## src/rtl/score_event_scheduler.sv

```systemverilog
// Per-lane hit/miss/tail event counters, arbitrated round-robin into a valid/ready score update
// stream (one edge from capture to offer, one update per cycle); combo/multiplier under `SCORE_COMBO_EN.
module score_event_scheduler #(
  parameter int PEND_W = 2,
  parameter int TAIL_W = 4
) (
  input  logic       clk,
  input  logic       reset,
  input  logic [3:0] lane_hits,
  input  logic [3:0] notes_missed,
  input  logic [3:0] tail_ticks,
  input  logic       flush,
  input  logic       upd_ready,
  output logic       upd_valid,
  output logic       upd_sub,
  output logic [7:0] upd_amount,
  output logic [9:0] combo,
  output logic [2:0] multiplier,
  output logic       overflow
);

  typedef enum logic [1:0] {IDLE, ISSUE, FLUSH} state_t;
  typedef enum logic [1:0] {CLS_HIT, CLS_MISS, CLS_TAIL} cls_t;

  localparam logic [PEND_W-1:0] PEND_MAX = '1;
  localparam logic [TAIL_W-1:0] TAIL_MAX = '1;

  state_t            r_state;
  cls_t              r_cls;
  logic              r_valid;
  logic [7:0]        r_amount;
  logic [1:0]        r_rr_ptr;
  logic              r_ovf;
  logic [PEND_W-1:0] r_hit_cnt  [4];
  logic [PEND_W-1:0] r_miss_cnt [4];
  logic [TAIL_W-1:0] r_tail_cnt [4];

  logic       w_hs;
  logic       w_clr;
  logic       w_take;
  logic [3:0] w_lane_nz;
  logic       w_sel_vld;
  logic [1:0] w_sel_lane;
  cls_t       w_sel_cls;
  logic [7:0] w_sel_amt;
  logic [7:0] w_hit_amt;
  logic [2:0] w_mult_nxt;
  logic [3:0] w_deq_hit;
  logic [3:0] w_deq_miss;
  logic [3:0] w_deq_tail;
  logic       w_drop;

  assign w_hs  = r_valid & upd_ready;
  assign w_clr = flush | (r_state == FLUSH);

  always_comb begin
    for (int i = 0; i < 4; i++) begin
      w_lane_nz[i] = (|r_hit_cnt[i]) | (|r_miss_cnt[i]) | (|r_tail_cnt[i]);
    end
  end

  // Walk from the farthest offset down so the nearest nonzero lane after the pointer wins.
  always_comb begin
    logic [1:0] v_lane;
    v_lane     = r_rr_ptr;
    w_sel_vld  = 1'b0;
    w_sel_lane = r_rr_ptr;
    for (int k = 3; k >= 0; k--) begin
      v_lane = r_rr_ptr + 2'(k);
      if (w_lane_nz[v_lane]) begin
        w_sel_vld  = 1'b1;
        w_sel_lane = v_lane;
      end
    end
  end

  always_comb begin
    w_sel_cls = CLS_TAIL;
    if (|r_hit_cnt[w_sel_lane]) begin
      w_sel_cls = CLS_HIT;
    end else if (|r_miss_cnt[w_sel_lane]) begin
      w_sel_cls = CLS_MISS;
    end
  end

  assign w_take = !w_clr && w_sel_vld &&
                  ((r_state == IDLE) || ((r_state == ISSUE) && w_hs));

`ifdef SCORE_COMBO_EN
  logic [9:0] r_combo;
  logic [2:0] r_mult;
  logic [9:0] w_combo_nxt;

  always_comb begin
    w_combo_nxt = r_combo;
    if (w_hs) begin
      if (r_cls == CLS_HIT) begin
        if (r_combo != 10'd999) w_combo_nxt = r_combo + 10'd1;
      end else if (r_cls == CLS_MISS) begin
        w_combo_nxt = '0;
      end
    end
  end

  // The multiplier follows the combo as it stands after this edge's handshake.
  always_comb begin
    if (w_combo_nxt >= 10'd30)      w_mult_nxt = 3'd4;
    else if (w_combo_nxt >= 10'd20) w_mult_nxt = 3'd3;
    else if (w_combo_nxt >= 10'd10) w_mult_nxt = 3'd2;
    else                            w_mult_nxt = 3'd1;
  end

  always_ff @(posedge clk or negedge reset) begin
    if (!reset) begin
      r_combo <= '0;
      r_mult  <= 3'd1;
    end else if (w_clr) begin
      r_combo <= '0;
      r_mult  <= 3'd1;
    end else begin
      r_combo <= w_combo_nxt;
      r_mult  <= w_mult_nxt;
    end
  end

  assign combo      = r_combo;
  assign multiplier = r_mult;
`else
  assign w_mult_nxt = 3'd1;
  assign combo      = '0;
  assign multiplier = 3'd1;
`endif

  assign w_hit_amt = 8'(w_mult_nxt) * 8'd10;

  always_comb begin
    case (w_sel_cls)
      CLS_HIT:  w_sel_amt = w_hit_amt;
      CLS_MISS: w_sel_amt = 8'd1;
      default:  w_sel_amt = 8'(r_tail_cnt[w_sel_lane]);
    endcase
  end

  always_comb begin
    w_deq_hit  = '0;
    w_deq_miss = '0;
    w_deq_tail = '0;
    if (w_take) begin
      case (w_sel_cls)
        CLS_HIT:  w_deq_hit[w_sel_lane]  = 1'b1;
        CLS_MISS: w_deq_miss[w_sel_lane] = 1'b1;
        default:  w_deq_tail[w_sel_lane] = 1'b1;
      endcase
    end
  end

  always_comb begin
    w_drop = 1'b0;
    for (int i = 0; i < 4; i++) begin
      if (lane_hits[i] && !w_deq_hit[i] && (r_hit_cnt[i] == PEND_MAX))     w_drop = 1'b1;
      if (notes_missed[i] && !w_deq_miss[i] && (r_miss_cnt[i] == PEND_MAX)) w_drop = 1'b1;
      if (tail_ticks[i] && !w_deq_tail[i] && (r_tail_cnt[i] == TAIL_MAX))  w_drop = 1'b1;
    end
  end

  always_ff @(posedge clk or negedge reset) begin
    if (!reset) begin
      for (int i = 0; i < 4; i++) begin
        r_hit_cnt[i]  <= '0;
        r_miss_cnt[i] <= '0;
        r_tail_cnt[i] <= '0;
      end
      r_ovf <= 1'b0;
    end else if (w_clr) begin
      for (int i = 0; i < 4; i++) begin
        r_hit_cnt[i]  <= '0;
        r_miss_cnt[i] <= '0;
        r_tail_cnt[i] <= '0;
      end
      r_ovf <= 1'b0;
    end else begin
      for (int i = 0; i < 4; i++) begin
        if (lane_hits[i] && !w_deq_hit[i]) begin
          if (r_hit_cnt[i] != PEND_MAX) r_hit_cnt[i] <= r_hit_cnt[i] + 1'b1;
        end else if (!lane_hits[i] && w_deq_hit[i]) begin
          r_hit_cnt[i] <= r_hit_cnt[i] - 1'b1;
        end

        if (notes_missed[i] && !w_deq_miss[i]) begin
          if (r_miss_cnt[i] != PEND_MAX) r_miss_cnt[i] <= r_miss_cnt[i] + 1'b1;
        end else if (!notes_missed[i] && w_deq_miss[i]) begin
          r_miss_cnt[i] <= r_miss_cnt[i] - 1'b1;
        end

        // A tick landing on the draining edge was not part of the latched amount, so keep it.
        if (w_deq_tail[i]) begin
          r_tail_cnt[i] <= tail_ticks[i] ? TAIL_W'(1) : '0;
        end else if (tail_ticks[i] && (r_tail_cnt[i] != TAIL_MAX)) begin
          r_tail_cnt[i] <= r_tail_cnt[i] + 1'b1;
        end
      end
      r_ovf <= r_ovf | w_drop;
    end
  end

  always_ff @(posedge clk or negedge reset) begin
    if (!reset) begin
      r_state  <= IDLE;
      r_valid  <= 1'b0;
      r_cls    <= CLS_HIT;
      r_amount <= '0;
      r_rr_ptr <= 2'd0;
    end else if (w_clr) begin
      r_state  <= flush ? FLUSH : IDLE;
      r_valid  <= 1'b0;
      r_cls    <= CLS_HIT;
      r_amount <= '0;
    end else begin
      case (r_state)
        IDLE, ISSUE: begin
          if (w_take) begin
            r_state  <= ISSUE;
            r_valid  <= 1'b1;
            r_cls    <= w_sel_cls;
            r_amount <= w_sel_amt;
            r_rr_ptr <= w_sel_lane + 2'd1;
          end else if ((r_state == ISSUE) && w_hs) begin
            r_state <= IDLE;
            r_valid <= 1'b0;
          end
        end
        default: r_state <= IDLE;
      endcase
    end
  end

  assign upd_valid  = r_valid;
  assign upd_sub    = (r_cls == CLS_MISS);
  assign upd_amount = r_amount;
  assign overflow   = r_ovf;

endmodule
```

## config.mk

```make
export PLATFORM = sky130hd
export DESIGN_NAME = score_event_scheduler
export DESIGN_NICKNAME = d
export VERILOG_FILES = /design/src/rtl/score_event_scheduler.sv
export SDC_FILE = /design/constraint.sdc
export NUM_CORES = 1
export LEC_CHECK = 0
export BUFFER_PORTS_ARGS = -buffer_cell sky130_fd_sc_hd__buf_2
export CORE_MARGIN = 2
export CORE_UTILIZATION = 59
export CTS_CLUSTER_DIAMETER = 30
export DETAILED_ROUTE_END_ITERATION = 16
export PLACE_DENSITY = 0.9
export SYNTH_ARGS = -nofsm -noshare
export SYNTH_HDL_FRONTEND = slang
export SYNTH_SLANG_ARGS = --single-unit
```

## constraint.sdc

```tcl
create_clock -name clk -period 3.8 [get_ports clk]
set_clock_uncertainty 0.05 [all_clocks]
set_input_delay 0.38 -clock clk [delete_from_list [all_inputs] [get_ports clk]]
set_output_delay 0.38 -clock clk [all_outputs]
set_load 0.1 [all_outputs]
```

==> impl_results.md <==
* Final Hold Fails at 0
* Final Cycle Share at 0.967
* Vias in the first global route at approximately 2.8k
* HPWL after DPL at roughly 5.6 mm
* Initial antenna violation count at 0
* Status: complete, no violations
* Slew of the pin with the lowest slew margin at around 0.99 ns
* TritonCTS clock tree: built
* Leak Pwr at ~1.5 nW
* Drt wl/cell at ~16 um
* CTS H-tree lvls at 2
* CORE AREA at just over 5000 sq um
* Drt first pass iters at 5
* Clk sinks at between 40 and 50
* WHS at ~0.17 ns
* DR vias/cell at between 6 and 7
* Detailed Route WL at 7.61 mm
* Starting Density at 0.617
* Cell Area, Synth at ~3200 sq um
* YS warnings at 0
* Chip height at around 78 um
* CTS max path bufs at 2
* Most frequent cells in the layout: dfrtp_1 (43), a21oi_1 (39), nand2_1 (30)
* Clock transition at path regs at about 0.08 ns
* Post-synth EDFFs at 0
* Max Fanout on Critical Path at 5
* Final setup fails at 0
* Row count at 26
* Pins Over Slew Limit at 0
* Avg Cell Area, Syn at roughly 9 sq um
* Routed via count at 2897
* Worst Setup End Kind: flop
* Grt total ovfl at 0
* Final Wtd Congestion at 0.944
* FMAX at roughly 270 MHz
* Worst slew margin at 0.343
* Launch point of the critical path: r_tail_cnt[12]$_DFFE_PN0P_
* Worst Path Required at about 4 ns
* Antenna fix cells at 0
* Final nets at 420
* Commonest non-fill, non-tap cell in the layout: dfrtp_1
* Synth Flop Type: dfrtp_1
* Hold WC Path Type: in2async
* Area Overhead vs Synth at 10.7%
* Port Buf Inserts at 22
* Number of max-cap violations at 0
* Tot GR Track Use at 0.271
* VDD IR-drop max at between 0.3 and 0.4 mV
* CTS Buf Count at 5
* Synthesized instance count at about 360
* Asr flop ratio synth at 1.00
* Netlist cell types at 64
* First-pass GRT wire length at about 13 mm
* Root buf cell: clkbuf_8
* DIE WIDTH at roughly 78 um
* Arr. time, crit path at 3.78 ns
* Hold_buf cts at 0
* DIE AREA at ~6000 sq um
* Sequential area share after synthesis at 0.345
* Share of layout cells above drive strength 1 at 0.193
* DR DRC count at 0
* Antenna Nets Post-Route at 0
* Min Tclk post-route at between 3 and 4 ns
* Io pins at 40
* Worst r2r src: r_tail_cnt[12]$_DFFE_PN0P_
* Power Dens Cells at roughly 600 nW/um^2
* Final TNS setup at 0 ns
* Worst Path Class, Setup: reg2reg
* Largest net degree at the start of global routing at 45
* CP startpoint kind: flop
* Starting DRC count in detailed routing at about 320
* FF+latch count, synth at between 40 and 50
* Skew-Pair Late Insertion Delay at between 0.3 and 0.4 ns
==> logic make-up (layout without fill, tap and decap cells) <==
| group | Yosys count | count (layout) | share of synthesized area |
|---|---|---|---|
| adders and majority gates | 12 | 12 | 0.0471 |
| other | 2 | 17 | 0.00235 |
| and+or+nand+nor | 119 | 119 | 0.204 |
| buffers and inverters | 46 | 66 | 0.0785 |
| AOI/OAI and AO/OA | 116 | 116 | 0.249 |
| muxes | 13 | 13 | 0.0569 |
| xor gates and xnor gates | 6 | 6 | 0.0165 |
| DFF | 44 | 44 | 0.345 |
==> registers in the layout, indices dropped and copies added, names as in the netlist <==
signal,count
overflow,1
r_cls,2
r_hit_cnt,8
r_miss_cnt,8
r_rr_ptr,2
r_state,2
r_tail_cnt,16
upd_amount,4
upd_valid,1
==> synthesized netlist by cell type (all sizes together) (3+ instances only) <==
master   instances  area share
a21oi           39       0.061
nor3b            4      0.0094
o21ai           22       0.035
clkbuf           4      0.0047
inv             20       0.024
o31ai            6       0.014
nor2            22       0.026
nand2           31       0.037
buf             21       0.049
mux4             4       0.028
a211oi           7       0.022
and4b            3      0.0094
ha              12       0.047
xnor2            5       0.014
o22ai            3      0.0059
nor3             7       0.013
or4              3      0.0094
a31oi            8       0.016
a21o             8       0.019
or3              3      0.0059
nand4            7       0.014
nor4             8       0.024
dfrtp           44        0.35
nand3           15       0.024
o21a             5       0.012
mux2i            8       0.025
a2111oi          3       0.011
and2             9       0.018
==> stage by stage <==
stage                      util  worst slack, ns  std cells  total power (W)  cell area, sq um
after floorplan               -            0.306        373          0.00143              3250
after global placement    0.651            0.296        451          0.00164              3370
after detailed placement  0.651           0.0699        451          0.00167              3370
after CTS                 0.669           0.0324        459          0.00198              3460
after global routing      0.683          -0.0443        463          0.00220              3530
final                     0.683            0.125        463          0.00208              3530
==> cell type report <==
cell class	count	area, sq um
clock buffer	8	90.1
fill	394	1640
inverter	21	80.1
multi-input combinational	283	1950
sequential	44	1100
tap	70	87.6
timing repair buffer	37	223
==> worst max-delay path, cell delays in order, from the launching register on <==
cell	delay, ns
dfrtp_1	0.43
inv_1	0.09
ha_1	0.13
or3b_2	0.51
nor4_4	0.32
o22ai_2	0.15
a221oi_4	0.40
ha_2	0.25
and2_0	0.17
nor2_1	0.06
or4_1	0.48
a2111oi_2	0.36
a31oi_1	0.13
==> repair_timing <==
action	in CTS	in global routing
setup buffers	0	4
endpoints found under the hold margin	0	0
endpoints found under the setup margin	0	4
gates resized for setup	0	9
==> layer usage <==
layer | global-route usage | part of all wire | vias to the layer above
met5 | 0 | 0 | -
met4 | 0.146 | 0.034 | 0
met3 | 0.0686 | 0.076 | 25
met2 | 0.412 | 0.46 | 151
met1 | 0.354 | 0.43 | 1366
li1 | - | - | 1355
==> worst paths after layout <==
| check | end | cells after the start | slack (ns) |
|---|---|---|---|
| setup reg to reg | overflow$_DFF_PN0_ | 12 | 0.13 |
| max in group asynchronous | r_tail_cnt[13]$_DFFE_PN0P_ | 1 | 2.84 |
| hold reg to reg | upd_valid$_DFFE_PN0P_ | 1 | 0.46 |
| hold / removal | r_hit_cnt[4]$_DFFE_PN0P_ | 1 | 0.17 |
| min in group clk | r_state[1]$_DFFE_PN0P_ | 1 | 0.20 |
| setup / recovery | overflow$_DFF_PN0_ | 12 | 0.13 |
==> power breakdown <==
part           switching [W]  internal, W  total, W
Clock               0.000160     0.000148  0.000308
Combinational       0.000788     0.000405   0.00119
Sequential         0.0000596     0.000517  0.000577
Total                0.00101      0.00107   0.00208
No activity file was read; power rests on OpenSTA's default activity.
